`src/rtl/cblseq_pkg.sv`:
```
// cblseq_pkg: shared encodings for the microprogram sequencer.
//   op_e    : branch operation carried on CBLSEQ_Op_IN
//   MUX_*   : next-address source codes driven on CBLSEQ_MUX_OUT
package cblseq_pkg;

  typedef enum logic [2:0] {
    OP_NEXT   = 3'b000,
    OP_JSET   = 3'b001,
    OP_JCLR   = 3'b010,
    OP_JUMP   = 3'b011,
    OP_DECODE = 3'b100,
    OP_CALL   = 3'b101,
    OP_RETURN = 3'b110,
    OP_RSVD   = 3'b111
  } op_e;

  localparam logic [1:0] MUX_NEXT   = 2'b00;
  localparam logic [1:0] MUX_JUMP   = 2'b01;
  localparam logic [1:0] MUX_DECODE = 2'b10;
  localparam logic [1:0] MUX_RETURN = 2'b11;

endpackage

```
`src/rtl/cblseq_stack.sv`:
```
// cblseq_stack: microcall return-address LIFO.
//   clk, rst        : clock, async active-high reset (clears pointer only)
//   push, push_data : write push_data on top (ignored when full)
//   pop             : discard top (ignored when empty)
//   top             : current top entry (undefined when empty)
//   empty, full     : registered pointer decodes
module cblseq_stack #(
  parameter int DEPTH = 4,
  parameter int AW    = 11
) (
  input  logic          clk,
  input  logic          rst,
  input  logic          push,
  input  logic          pop,
  input  logic [AW-1:0] push_data,
  output logic [AW-1:0] top,
  output logic          empty,
  output logic          full
);

  localparam int PW = $clog2(DEPTH) + 1;
  localparam int IW = PW - 1;

  logic [PW-1:0] ptr_q, ptr_d;
  logic [AW-1:0] mem_q [DEPTH];
  logic [IW-1:0] top_idx;

  assign empty   = (ptr_q == '0);
  assign full    = (ptr_q == PW'(DEPTH));
  // Wraps to the last slot when empty; top is not meaningful then.
  assign top_idx = ptr_q[IW-1:0] - IW'(1);
  assign top     = mem_q[top_idx];

  always_comb begin
    ptr_d = ptr_q;
    if (push && !full)      ptr_d = ptr_q + PW'(1);
    else if (pop && !empty) ptr_d = ptr_q - PW'(1);
  end

  always_ff @(posedge clk or posedge rst) begin
    if (rst) ptr_q <= '0;
    else     ptr_q <= ptr_d;
  end

  // Storage is not reset; only the pointer defines validity.
  always_ff @(posedge clk) begin
    if (push && !full) mem_q[ptr_q[IW-1:0]] <= push_data;
  end

endmodule

```
`src/rtl/cbl_sequencer.sv`:
```
// cbl_sequencer: microprogram address sequencer with conditional branch,
// opcode dispatch and optional microcall return stack.
// Build option: define CBLSEQ_RETURN_STACK_EN to enable CALL/RETURN via the
// return stack; otherwise CALL behaves as JUMP and RETURN as NEXT.
// Ports:
//   CBLSEQ_CLOCK_50       : clock, rising edge
//   CBLSEQ_RESET_InHigh   : async active-high reset
//   CBLSEQ_Enable_IN      : advance enable (low = stall)
//   CBLSEQ_FLAGs_IN       : condition flags
//   CBLSEQ_IR13_IN        : extra test input, selected by Sel == FLAGS_WIDTH
//   CBLSEQ_Op_IN          : branch operation (op_e)
//   CBLSEQ_Sel_IN         : test select
//   CBLSEQ_JumpAddr_IN    : jump/call target
//   CBLSEQ_DecodeAddr_IN  : dispatch target
//   CBLSEQ_uAddr_OUT      : registered microaddress
//   CBLSEQ_MUX_OUT        : combinational source select
//   CBLSEQ_StackEmpty_OUT / StackFull_OUT / Error_OUT : stack status
module cbl_sequencer
  import cblseq_pkg::*;
#(
  parameter int FLAGS_WIDTH = 4,
  parameter int ADDR_WIDTH  = 11,
  parameter int STACK_DEPTH = 4,
  parameter int RESET_ADDR  = 0,
  parameter int SEL_WIDTH   = $clog2(FLAGS_WIDTH + 1)
) (
  input  logic                   CBLSEQ_CLOCK_50,
  input  logic                   CBLSEQ_RESET_InHigh,
  input  logic                   CBLSEQ_Enable_IN,
  input  logic [FLAGS_WIDTH-1:0] CBLSEQ_FLAGs_IN,
  input  logic                   CBLSEQ_IR13_IN,
  input  logic [2:0]             CBLSEQ_Op_IN,
  input  logic [SEL_WIDTH-1:0]   CBLSEQ_Sel_IN,
  input  logic [ADDR_WIDTH-1:0]  CBLSEQ_JumpAddr_IN,
  input  logic [ADDR_WIDTH-1:0]  CBLSEQ_DecodeAddr_IN,
  output logic [ADDR_WIDTH-1:0]  CBLSEQ_uAddr_OUT,
  output logic [1:0]             CBLSEQ_MUX_OUT,
  output logic                   CBLSEQ_StackEmpty_OUT,
  output logic                   CBLSEQ_StackFull_OUT,
  output logic                   CBLSEQ_Error_OUT
);

  op_e                  op;
  logic                 test;
  logic [1:0]           mux_sel;
  logic [ADDR_WIDTH-1:0] uaddr_q, uaddr_d, addr_inc, addr_nxt, stk_top;
  logic                 stk_empty, stk_full;

  assign op       = op_e'(CBLSEQ_Op_IN);
  assign addr_inc = uaddr_q + ADDR_WIDTH'(1);

  // Selected test bit; out-of-range selects read as constant 0.
  always_comb begin
    test = 1'b0;
    for (int i = 0; i < FLAGS_WIDTH; i++)
      if (CBLSEQ_Sel_IN == SEL_WIDTH'(i)) test = CBLSEQ_FLAGs_IN[i];
    if (CBLSEQ_Sel_IN == SEL_WIDTH'(FLAGS_WIDTH)) test = CBLSEQ_IR13_IN;
  end

`ifdef CBLSEQ_RETURN_STACK_EN
  logic err_q, err_d, push, pop;

  // Overflowing CALL and underflowing RETURN fall back to NEXT.
  always_comb begin
    mux_sel = MUX_NEXT;
    unique case (op)
      OP_JSET:   mux_sel = test  ? MUX_JUMP : MUX_NEXT;
      OP_JCLR:   mux_sel = !test ? MUX_JUMP : MUX_NEXT;
      OP_JUMP:   mux_sel = MUX_JUMP;
      OP_DECODE: mux_sel = MUX_DECODE;
      OP_CALL:   mux_sel = stk_full  ? MUX_NEXT : MUX_JUMP;
      OP_RETURN: mux_sel = stk_empty ? MUX_NEXT : MUX_RETURN;
      default:   mux_sel = MUX_NEXT;
    endcase
  end

  assign push  = CBLSEQ_Enable_IN && (op == OP_CALL);
  assign pop   = CBLSEQ_Enable_IN && (op == OP_RETURN);
  assign err_d = err_q || (push && stk_full) || (pop && stk_empty);

  always_ff @(posedge CBLSEQ_CLOCK_50 or posedge CBLSEQ_RESET_InHigh) begin
    if (CBLSEQ_RESET_InHigh) err_q <= 1'b0;
    else                     err_q <= err_d;
  end

  cblseq_stack #(
    .DEPTH (STACK_DEPTH),
    .AW    (ADDR_WIDTH)
  ) u_stack (
    .clk       (CBLSEQ_CLOCK_50),
    .rst       (CBLSEQ_RESET_InHigh),
    .push      (push),
    .pop       (pop),
    .push_data (addr_inc),
    .top       (stk_top),
    .empty     (stk_empty),
    .full      (stk_full)
  );

  assign CBLSEQ_Error_OUT = err_q;
`else
  always_comb begin
    mux_sel = MUX_NEXT;
    unique case (op)
      OP_JSET:   mux_sel = test  ? MUX_JUMP : MUX_NEXT;
      OP_JCLR:   mux_sel = !test ? MUX_JUMP : MUX_NEXT;
      OP_JUMP:   mux_sel = MUX_JUMP;
      OP_DECODE: mux_sel = MUX_DECODE;
      OP_CALL:   mux_sel = MUX_JUMP;
      default:   mux_sel = MUX_NEXT;
    endcase
  end

  assign stk_top          = '0;
  assign stk_empty        = 1'b1;
  assign stk_full         = 1'b0;
  assign CBLSEQ_Error_OUT = 1'b0;
`endif

  always_comb begin
    unique case (mux_sel)
      MUX_JUMP:   addr_nxt = CBLSEQ_JumpAddr_IN;
      MUX_DECODE: addr_nxt = CBLSEQ_DecodeAddr_IN;
      MUX_RETURN: addr_nxt = stk_top;
      default:    addr_nxt = addr_inc;
    endcase
    uaddr_d = CBLSEQ_Enable_IN ? addr_nxt : uaddr_q;
  end

  always_ff @(posedge CBLSEQ_CLOCK_50 or posedge CBLSEQ_RESET_InHigh) begin
    if (CBLSEQ_RESET_InHigh) uaddr_q <= ADDR_WIDTH'(RESET_ADDR);
    else                     uaddr_q <= uaddr_d;
  end

  assign CBLSEQ_uAddr_OUT      = uaddr_q;
  assign CBLSEQ_MUX_OUT        = mux_sel;
  assign CBLSEQ_StackEmpty_OUT = stk_empty;
  assign CBLSEQ_StackFull_OUT  = stk_full;

endmodule

```
`config.mk`:
```
export PLATFORM = sky130hd
export DESIGN_NAME = cbl_sequencer
export DESIGN_NICKNAME = d
export VERILOG_FILES = /design/src/rtl/cblseq_pkg.sv /design/src/rtl/cblseq_stack.sv /design/src/rtl/cbl_sequencer.sv
export SDC_FILE = /design/constraint.sdc
export NUM_CORES = 1
export LEC_CHECK = 0
export ABC_AREA = 1
export BUFFER_PORTS_ARGS = -buffer_cell sky130_fd_sc_hd__clkbuf_2
export CAP_MARGIN = 0
export CORE_MARGIN = 2
export CORE_UTILIZATION = 44
export DETAILED_ROUTE_END_ITERATION = 8
export GPL_TIMING_DRIVEN = 0
export PLACE_DENSITY_LB_ADDON = 0.1
export SLEW_MARGIN = 20
export SYNTH_ARGS = -nofsm -noshare
export SYNTH_HDL_FRONTEND = slang
export SYNTH_HIERARCHICAL = 1
export SYNTH_SLANG_ARGS = --single-unit
```
`constraint.sdc`:
```
create_clock -name CBLSEQ_CLOCK_50 -period 1.89 [get_ports CBLSEQ_CLOCK_50]
set_clock_uncertainty 0.1 [all_clocks]
set_input_delay 0.567 -clock CBLSEQ_CLOCK_50 [delete_from_list [all_inputs] [get_ports CBLSEQ_CLOCK_50]]
set_output_delay 0.567 -clock CBLSEQ_CLOCK_50 [all_outputs]
set_load 0.02 [all_outputs]
```
# [Word level (Yosys, flattened, before mapping)]
# Index checks and enable logic that the tools add are counted.
[word_totals] regBits=11 in_bits=36 output_inout_bits=16 word_cells=25
[op_classes] n_addsub=1 n_eq_ne=12 mux=9 reduce_logical=2
[op_table] op="$pmux W11 S3" n=1
[op_table] op="$eq A3 B2 Y1 const B" n=4
[op_table] op="$add A11 B1 Y11 const B" n=1
[op_table] op="$eq A3 B3 Y1 const B" n=3
[op_table] op="$pmux W2 S4" n=1
[op_table] op="$mux W1" n=7
[op_table] op="$eq A3 B1 Y1 const B" n=2
[op_table] op="$eq A2 B2 Y1 const B" n=2
[op_table] op="$logic_not A3 Y1" n=1
[op_table] op="$eq A2 B1 Y1 const B" n=1
[op_table] op="$reduce_or A2 Y1" n=1

# [Longest topological paths before layout]
# Gate-level depths: netlist (run 1).
[depth] ltp_word=10 mapped_depth=13 mapped_depth_nobuf=12

# [Worst setup path before layout (run 1)]
# OpenSTA, ideal clock, no wires.
[synth_path] path_type="input to output" from="input port CBLSEQ_FLAGs_IN[1]" to="output port CBLSEQ_MUX_OUT[0]" arrival_ns=1.179 t_required_ns=1.223 setup_slack_ns=0.044 stages=9 path_buffers=0 path_cell_list="inv_1 -> nand2_1 -> nand3_1 -> nand2_1 -> nand2_1 -> nand2_1 -> nand2_1 -> nand3_2 -> inv_1"
[synth_between] elab_chain_cells=6 elab_cells_between_ends=7 cone_classes="mux (7)"
[synth_rtl] item="from (decl)" line_no="cbl_sequencer.sv:30" text="input logic [FLAGS_WIDTH-1:0] CBLSEQ_FLAGs_IN,"
[synth_rtl] item="$mux W1 * (3 in series)" line_no="cbl_sequencer.sv:56" text="if (CBLSEQ_Sel_IN == SEL_WIDTH'(i)) test = CBLSEQ_FLAGs_IN[i];"
[synth_rtl] item="$mux W1 *" line_no="cbl_sequencer.sv:57" text="if (CBLSEQ_Sel_IN == SEL_WIDTH'(FLAGS_WIDTH)) test = CBLSEQ_IR13_IN;"
[synth_rtl] item="$mux W1, on equally long branches" line_no="cbl_sequencer.sv:106, cbl_sequencer.sv:105"
[synth_rtl] item="$pmux W2 S4 *" line_no="cbl_sequencer.sv:104" text="unique case (op)"
[synth_rtl] item="to (decl)" line_no="cbl_sequencer.sv:37" text="output logic [1:0] CBLSEQ_MUX_OUT,"
# Every way passes the cells marked *; elsewhere a longest branch is shown, timed or not.

# [Final worst setup path (run 1)]
# Same ends and word-level chain as after synthesis.

==> results of run 1 <==
-- worst register-to-register path: stages (launching register included) --
cell     delay (ps)
dfrtp_1         430
ha_2            230
nand3_2         120
nor3b_4         260
nand2_1         100
xnor2_1         160
inv_1            60
nor2_1          100
nor2_1           40
nor2_1           90
-- metrics by stage --
step	setup TNS [ps]	setup WS [ps]	area, µm²
after floorplan	0	44.1	1050
after CTS	-163	-163	1410
final	-140	-140	1510
after global placement	-283	-169	1320
after global routing	-319	-226	1510
after detailed placement	-328	-196	1320
-- path summary, 6_finish.rpt --
path                                           from              endpoint  depth (start not counted)
min in group CBLSEQ_CLOCK_50    CBLSEQ_uAddr_OUT[8]   CBLSEQ_uAddr_OUT[8]                          2
worst max register to register  CBLSEQ_uAddr_OUT[0]  CBLSEQ_uAddr_OUT[10]                          9
worst min-delay path            CBLSEQ_RESET_InHigh   CBLSEQ_uAddr_OUT[3]                          2
max in group asynchronous       CBLSEQ_RESET_InHigh   CBLSEQ_uAddr_OUT[6]                          2
worst min register to register  CBLSEQ_uAddr_OUT[8]   CBLSEQ_uAddr_OUT[8]                          2
worst max-delay path             CBLSEQ_FLAGs_IN[1]     CBLSEQ_MUX_OUT[0]                         11
-- cell families after synthesis --
| logic type | Yosys count | synth area share [%] |
|---|---|---|
| other cells | 2 | 0.719 |
| buf+inv | 36 | 16.0 |
| compound gates | 1 | 0.599 |
| xor+xnor | 9 | 7.54 |
| simple gates | 115 | 47.5 |
| fa+ha+maj | 1 | 1.20 |
| flops | 11 | 26.3 |
-- power by group through the flow --
| stage | registers, mW | logic, mW | clock network [mW] |
|---|---|---|---|
| after CTS | 0.342 | 0.429 | 0.172 |
| after global routing | 0.354 | 0.520 | 0.183 |
| after detailed placement | 0.347 | 0.411 | 0 |
| after floorplan | 0.391 | 0.230 | 0 |
| final | 0.344 | 0.464 | 0.172 |
| after global placement | 0.343 | 0.402 | 0 |
-- layer usage --
metal / GRT usage, % / up-vias
met5: 0 / -
met4: 9.83 / 0
met3: 2.29 / 2
met2: 43.1 / 37
met1: 27.2 / 571
li1: - / 641
-- area by class of cell --
cell class,instances,area [µm²]
Fill cell,216,727
Multi-Input combinational cell,129,661
Timing Repair Buffer,55,328
Sequential cell,11,275
Inverter,26,105
Buffer,10,76.3
Tap cell,28,35.0
Clock buffer,4,26.3
-- cell usage in the layout, fill, tap and decap left out, types with 2 or more instances in the layout --
| master | count |
|---|---|
| xnor2_1 | 4 |
| inv_2 | 5 |
| xor2_1 | 5 |
| buf_8 | 2 |
| buf_6 | 3 |
| dfrtp_1 | 11 |
| buf_1 | 2 |
| nand4_1 | 11 |
| inv_1 | 19 |
| conb_1 | 3 |
| clkbuf_4 | 3 |
| nor2_1 | 47 |
| clkbuf_2 | 44 |
| nand2_2 | 7 |
| nand3_1 | 2 |
| nand3_2 | 7 |
| buf_4 | 12 |
| nand2_1 | 39 |
-- what timing repair did --
action | 4_1_cts | 5_1_grt
pin swaps | 2 | 6
buffers inserted | 2 | 5
gates resized for setup | 11 | 21
endpoints found under the hold margin | 0 | 0
endpoints found under the setup margin | 2 | 5
==> results.md, run 1 <==
* Status: complete, but fails checks
* Failing checks: negative setup slack
* VDD IR max at 302 µV
* Number of synthesized flops with an enable pin at 0
* GRT Total Usage at 23.5%
* Share of layout cells above drive strength 1 at 37.9%
* Leading area contributor after synthesis: dfrtp_1
* Rows at 17
* Setup ws final at -140 ps
* CP startpoint kind: input port
* DRT Wirelength at 3.09 mm
* Clock share of power at 17.6%
* Setup Viol. Count Final at 1
* Iter 0 DRT Violations at 27
* Logic pwr share at 47.3%
* I/O pin total at 52
* Max FFs per register at 11
* P_leak at 0.870 nW
* Via count at 1251
* Clk_lat worst skew at 270 ps
* # clock sinks at 11
* Global-route wire length before repair at 4.86 mm
* DRC at 0
* Fraction of registers with async set/reset at 100%
* Clock slew at reported path FFs at 80 ps
* Switching share of power at 42.5%
* Critical Path End Type: output port
* Die area at 2780 µm²
* Total power at 0.981 mW
* Gpl congestion at 0.801
* Final HPWL DP at 2.11 mm
* Clk root buf: clkbuf_4
* Vias in the first global route at 1162
* Final hold vios at 0
* Non-filler cells, final at 263
* NumNets Final at 273
* Core Util, Final at 67.5%
* Final period util at 107%
* CP cell instances: clkbuf_2, inv_1, nand2_1, nand3_2, nand2_2, nand2_2, nand2_2, nand2_2, nand3_2, inv_2, buf_8
* Top-count cell post-synth: nor2_1
* Total CTS buffers at 3
* I/O Buffers at 48
* Area contributors post-synth: dfrtp_1, nor2_1, nand2_1
* DP Cell Count at 252
* Layout area overhead at 44.2%
* Syn avg cell area at 5.97 µm²
* Internal power at 0.564 mW
* Met1 Routed Length at 1.32 mm
* Hold Buf Count CTS at 0
* CP peak stage delay at 100 ps
* Mapped cell area at 1040 µm²
* Initial core utilization at 46.8%
* Arrival @ worst endpoint at 1360 ps
* Top Layer Used: met4
* Required time of the critical path at 1220 ps
* Synth Register Bits at 11
* Pin count of the biggest net entering global routing at 12
* Mapped Cells at 175
* Synth cell types at 21
* H-tree Lvls at 1
* Synth warnings at 6
* Max-Cap Viols at 0
* Pre-antenna DRT Iters at 4
* Routed wl met3 at 127 µm
* Antenna cells at 0
* Die X at 52.7 µm
* Area share of the largest cell type after synthesis at 26.3%
* Wirelength per Cell at 11.7 µm
* Final Max Tran Viols at 0
* Die height at 52.7 µm
* Synth cell count leaders: nor2_1, nand2_1, inv_1
* Power density cells at 651 nW/µm²
* Final min period at 2030 ps
* Crit Path Max Fanout at 2
* Sequential power share at 35.1%
* Core area at 2230 µm²
* Fmax at 493 MHz
* Top_reg_cell synth: dfrtp_1
* Seq/Total Area, Yosys at 26.3%
* Via density at 4.76
* Fin Hold WS at 162 ps
* Reg2Reg Setup Slack at 140 ps
* Sw power at 0.417 mW
* Wire length on met2 at 1.62 mm
* Crit-path slowest cell: buf_8
* Max clock buf depth at 2
* HP Class: in -> async
* CP delay by family, top: simple AND/OR/NAND/NOR gates
* WP buf/inv at 4
* Most frequent CP cell: nand2_2
* RSZ-0062 raised after global routing: true
* ANT nets after route at 0
* Overflow after GRT at 0
* CTS tree: yes
* Initial antenna violation count at 0
* CP Class: in -> out
No activity file was read; power rests on OpenSTA's default activity.
==> run 2, diff against run 1 <==
CAP_MARGIN = 20   (was 0)
CORE_UTILIZATION = 41   (was 44)
==> run 2 against run 1 <==
Compared with the run above: non-clock buffer count decreased by 2; power down 2.0%; largest power group unchanged; critical path depth stayed put; register-to-register slack got worse by 30 ps; cell count unchanged; combinational power fell by 3%; critical endpoint unchanged; sequential power barely moved; the flow still finishes with violations (negative setup slack).
==> results.md, run 2 (synthesis gave the netlist of run 1 again) <==
* Wirelength per Cell at 11.5 µm
* Most frequent CP cell: nand2_2
* Via density at 4.63
* Crit Path Max Fanout at 4
* Clk_lat worst skew at 270 ps
* Non-filler cells, final at 263
* # clock sinks at 11
* CP Class: in -> out
* CP startpoint kind: input port
* Die height at 54.5 µm
* Global-route wire length before repair at 4.76 mm
* Failing checks: negative setup slack
* Critical Path End Type: output port
* Reg2Reg Setup Slack at 110 ps
* CTS tree: yes
* Core area at 2450 µm²
* Max clock buf depth at 2
* Reg-to-Reg End: CBLSEQ_uAddr_OUT[10]
* GRT Total Usage at 22.5%
* I/O pin total at 52
* WP buf/inv at 4
* Arrival @ worst endpoint at 1330 ps
* CP peak stage delay at 100 ps
* Commonest non-fill, non-tap cell in the layout: nor2_1
* Final period util at 106%
* Final hold vios at 0
* Gpl congestion at 0.816
* VDD IR max at 371 µV
* Fin area at 1460 µm²
* ANT nets after route at 0
* Initial core utilization at 42.6%
* DP Cell Count at 254
* Actual slew at the worst max-slew pin at 513 ps
* Setup Viol. Count Final at 1
* Worst slew margin at 65.8%
* Clock slew at reported path FFs at 80 ps
* Status: complete, but fails checks
* Overflow after GRT at 0
* CP cell instances: buf_8, inv_4, nand2_2, nand3_2, nand2_2, nand2_2, nand2_2, nand2_2, nand3_2, inv_2, buf_8
* Die area at 2970 µm²
* Placed cell area at 1330 µm²
* Total CTS buffers at 3
* Via count at 1217
* Reg2reg start: CBLSEQ_uAddr_OUT[0]
* Pre-antenna DRT Iters at 4
* Final min period at 2000 ps
* Required time of the critical path at 1220 ps
* Pin count of the biggest net entering global routing at 12
* NumNets Final at 271
* P_leak at 0.856 nW
* DRT Wirelength at 3.02 mm
* H-tree Lvls at 1
* Crit-path slowest cell: buf_8
* RSZ-0062 raised after global routing: true
* Rows at 18
* I/O Buffers at 48
* Initial antenna violation count at 0
* Clk root buf: clkbuf_4
* Iter 0 DRT Violations at 15
* Setup ws final at -106 ps
* Power density cells at 659 nW/µm²
* Fmax at 501 MHz
* Die X at 54.5 µm
* Vias in the first global route at 1116
* Reg2reg path depth at 9
* Layout area overhead at 39.6%
* Share of layout cells above drive strength 1 at 34.8%
* HP Class: in -> async
* Antenna cells at 0
* Most frequent cells in the layout: nor2_1, clkbuf_2, nand2_1
* Max-Cap Viols at 0
* CP delay by family, top: simple AND/OR/NAND/NOR gates
* Max FFs per register at 11
* Final HPWL DP at 2.11 mm
* Final Max Tran Viols at 0
* DRC at 0
[run 2: cell types whose count changed in the layout (fill, tap and decap cells not counted), sizes merged]
cell / change
buf: -3
clkbuf: +1
clkinv: -1
inv: +1
[run 2: report_power, final]
part           leakage, nW  total [mW]  internal [mW]  switching (mW)
sequential           0.124       0.343          0.280          0.0629
clock               0.0150       0.168         0.0818          0.0858
combinational        0.717       0.451          0.194           0.257
[run 2: final cells by class]
cell class | instances | area, µm²
well taps | 30 | 37.5
plain buffers | 10 | 76.3
multi-input cells | 129 | 643
clock buffers | 4 | 26.3
inverters | 26 | 100
fillers | 238 | 996
repair buffers | 53 | 300
flip-flops and latches | 11 | 275
[run 2: what timing repair did]
item	CTS	global route
buffers inserted	3	2
hold buffers	0	0
endpoints found under the hold margin	0	0
pin swaps	3	7
endpoints found under the setup margin	2	4
resized for setup	9	14
[run 2: per-layer routing]
metal | part of all wire, % | vias to the layer above | track usage [%] | routed length [µm]
li1 | - | 638 | - | -
met1 | 42 | 532 | 25.6 | 1270
met2 | 51 | 41 | 42.0 | 1540
met3 | 5.4 | 6 | 3.01 | 163
met4 | 1.9 | 0 | 8.75 | 57
met5 | 0 | - | 0 | 0
[run 2: worst max path at each step]
stage / startpoint / to / slack, ps / cells after the start
6_report: CBLSEQ_Sel_IN[0] / CBLSEQ_MUX_OUT[0] / -110 / 11
5_1_grt: CBLSEQ_Sel_IN[0] / CBLSEQ_MUX_OUT[0] / -160 / 11
4_1_cts: CBLSEQ_Sel_IN[0] / CBLSEQ_MUX_OUT[0] / -160 / 11
3_5_place_dp: CBLSEQ_Sel_IN[0] / CBLSEQ_MUX_OUT[0] / -200 / 11
3_3_place_gp: CBLSEQ_Sel_IN[0] / CBLSEQ_MUX_OUT[0] / -170 / 11
2_1_floorplan: CBLSEQ_FLAGs_IN[1] / CBLSEQ_MUX_OUT[0] / 40 / 9
[run 2: worst reg2reg max path, stage by stage (launching register included)]
cell and delay, ps:
dfrtp_1 420, ha_1 210, nand3_1 170, nor3b_4 280, nand2_1 110, xnor2_1 150, inv_1 50, nor2_1 100
nor2_1 40, nor2_1 70
[run 2: metrics by stage]
step / TNS (ps) / hold slack [ps] / power, mW / setup WS, ps / util, %
floorplan: 0 / 319 / 0.621 / 44.1 / -
global placement: -307 / 440 / 0.749 / -171 / 54.0
detailed placement: -359 / 457 / 0.759 / -204 / 54.0
CTS: -162 / 183 / 0.944 / -162 / 57.4
global route: -180 / 223 / 1.05 / -159 / 59.4
finish: -106 / 161 / 0.961 / -106 / 59.4
==> run 3, diff against run 2 <==
CORE_UTILIZATION = 35   (was 41)
RECOVER_POWER = 50   (was not set)
SYNTH_HIERARCHICAL = not set   (was 1)
==> run 3 against run 2 <==
Compared with the run above: flip-flop and latch count unchanged; the run ends with design-rule violations, negative setup slack left; die area up 16%; clock-buffer cell count unchanged; sequential share of layout area about the same; maximum frequency down 2.4%; largest power group unchanged; highest routed layer unchanged; worst hold slack better by 11 ps; synthesized cell count unchanged; via count down 0.90%; sequential power about the same; synthesized area unchanged.
==> results.md, run 3 <==
* CP startpoint kind: input port
* Die height at 58.6 µm
* Synth warnings at 0
* Clk root buf: clkbuf_4
* DRC at 4
* Final period util at 108%
* Die area at 3440 µm²
* Max clock buf depth at 2
* Leading area contributor after synthesis: dfrtp_1
* Arrival @ worst endpoint at 1380 ps
* Reg2reg path depth at 9
* Power density cells at 651 nW/µm²
* Reg2reg start: CBLSEQ_uAddr_OUT[0]
* Pre-antenna DRT Iters at 6
* Mapped cell area at 1040 µm²
* Fin Hold WS at 171 ps
* ANT nets after route at 0
* Initial antenna violation count at 0
* Hold Buf Count CTS at 0
* CP Class: in -> out
* Number of synthesized flops with an enable pin at 0
* Clock slew at reported path FFs at 80 ps
* # clock sinks at 11
* Setup ws final at -154 ps
* Via density at 4.62
* Status: complete, but fails checks
* Final hold vios at 0
* Required time of the critical path at 1220 ps
* Non-filler cells, final at 261
* Final setup TNS at -242 ps
* Fmax at 489 MHz
* Synth cell count leaders: nor2_1, nand2_1, inv_1
* Critical Path End Type: output port
* Area contributors post-synth: dfrtp_1, nor2_1, nand2_1
* NumNets Final at 268
* Total power at 0.951 mW
* Die X at 58.6 µm
* Reg-to-Reg End: CBLSEQ_uAddr_OUT[10]
* Total CTS buffers at 3
* Pre-CTS setup slack at -210 ps
* Layout area overhead at 39.8%
* Via count at 1206
* Wirelength per Cell at 11.2 µm
* Core area at 2810 µm²
* Synth cell types at 21
* Rows at 19
* DP Cell Count at 255
* Most frequent cells in the layout: nor2_1, clkbuf_2, nand2_1
* Commonest non-fill, non-tap cell in the layout: nor2_1
* Iter 0 DRT Violations at 57
* Mapped Cells at 175
* Setup Viol. Count Final at 2
* Max FFs per register at 11
* Syn avg cell area at 5.97 µm²
* Seq/Total Area, Yosys at 26.3%
* CTS tree: yes
* H-tree Lvls at 1
* Top_reg_cell synth: dfrtp_1
* I/O Buffers at 48
* I/O pin total at 52
* Pin count of the biggest net entering global routing at 12
* Reg2Reg Setup Slack at 150 ps
* Fillers at 296
* Gpl congestion at 0.783
* Share of layout cells above drive strength 1 at 32.6%
* DRT Wirelength at 2.92 mm
* Final Max Tran Viols at 0
* Global-route wire length before repair at 4.68 mm
* Overflow after GRT at 0
* Area share of the largest cell type after synthesis at 26.3%
* Clk_lat worst skew at 260 ps
* VDD IR max at 204 µV
* Fraction of registers with async set/reset at 100%
* Antenna cells at 0
* Crit Path Max Fanout at 4
* Final HPWL DP at 2.12 mm
* Top-count cell post-synth: nor2_1
* Max-Cap Viols at 0
* Final min period at 2040 ps
* RSZ-0062 raised after global routing: true
* P_leak at 0.834 nW
* Initial core utilization at 37.2%
* Vias in the first global route at 1123
* Synth Register Bits at 11
* HP Class: in -> async
* Failing checks: design-rule violations, negative setup slack
* GRT Total Usage at 18.0%
==> run 3: where the power goes <==
part	switching, mW	leakage [nW]	internal (mW)
registers	0.0626	0.124	0.280
logic	0.257	0.696	0.187
clock network	0.0834	0.0150	0.0816
total	0.403	0.834	0.548
==> run 3: area by class of cell <==
class                           count  area, µm²  share of cell area, %
Clock buffer                        4       26.3                   1.80
Buffer                             10       76.3                   5.23
Tap cell                           31       38.8                   2.66
Inverter                           26        100                   6.86
Sequential cell                    11        275                   18.9
Multi-Input combinational cell    129        672                   46.0
Timing Repair Buffer               50        272                   18.6
==> run 3: per-layer routing <==
layer	track usage, %	share of wire, %	routed length, µm	vias to the layer above
met3	1.32	6.1	179	2
met1	23.1	46	1340	535
li1	-	-	-	632
met2	31.5	47	1370	37
met4	6.82	0.92	27	0
met5	0	0	0	-
==> run 3: per-stage QoR <==
| step | area [µm²] | utilization, % |
|---|---|---|
| finish | 1460 | 52.1 |
| global route | 1460 | 52.1 |
| CTS | 1390 | 49.7 |
| detailed placement | 1330 | 47.3 |
| global placement | 1330 | 47.3 |
| floorplan | 1050 | - |
==> run 3: logic make-up (layout without fill, tap and decap cells) <==
family	after synthesis	count (layout)	synth area share [%]
adders and majority gates	1	1	1.20
AOI/OAI and AO/OA	1	1	0.599
DFF	11	11	26.3
buffers and inverters	36	90	16.0
xor gates and xnor gates	9	9	7.54
other	2	3	0.719
and+or+nand+nor	115	115	47.5
==> run 3: what timing repair did <==
action / 4_1_cts / 5_1_grt
setup endpoints to repair: 2 / 4
pin swaps: 0 / 7
setup buffers: 0 / 2
resized for setup: 11 / 17
==> run 3: worst max-delay path by stage <==
stage / startpoint / to / slack, ps / depth (start not counted)
after detailed placement: CBLSEQ_Sel_IN[0] / CBLSEQ_MUX_OUT[0] / -210 / 11
final: CBLSEQ_Sel_IN[0] / CBLSEQ_MUX_OUT[0] / -150 / 11
after global routing: CBLSEQ_FLAGs_IN[1] / CBLSEQ_MUX_OUT[0] / -220 / 11
after global placement: CBLSEQ_Sel_IN[0] / CBLSEQ_MUX_OUT[0] / -180 / 11
after CTS: CBLSEQ_Sel_IN[0] / CBLSEQ_MUX_OUT[0] / -190 / 11
after floorplan: CBLSEQ_FLAGs_IN[1] / CBLSEQ_MUX_OUT[0] / 40 / 9
==> run 3: worst max-delay path: stages <==
cell	delay (ps)
buf_8	110
inv_4	50
nand2_2	50
nand3_2	50
nand2_1	60
nand2_2	90
nand2_2	70
nand2_4	100
nand3_4	70
inv_2	70
buf_8	100
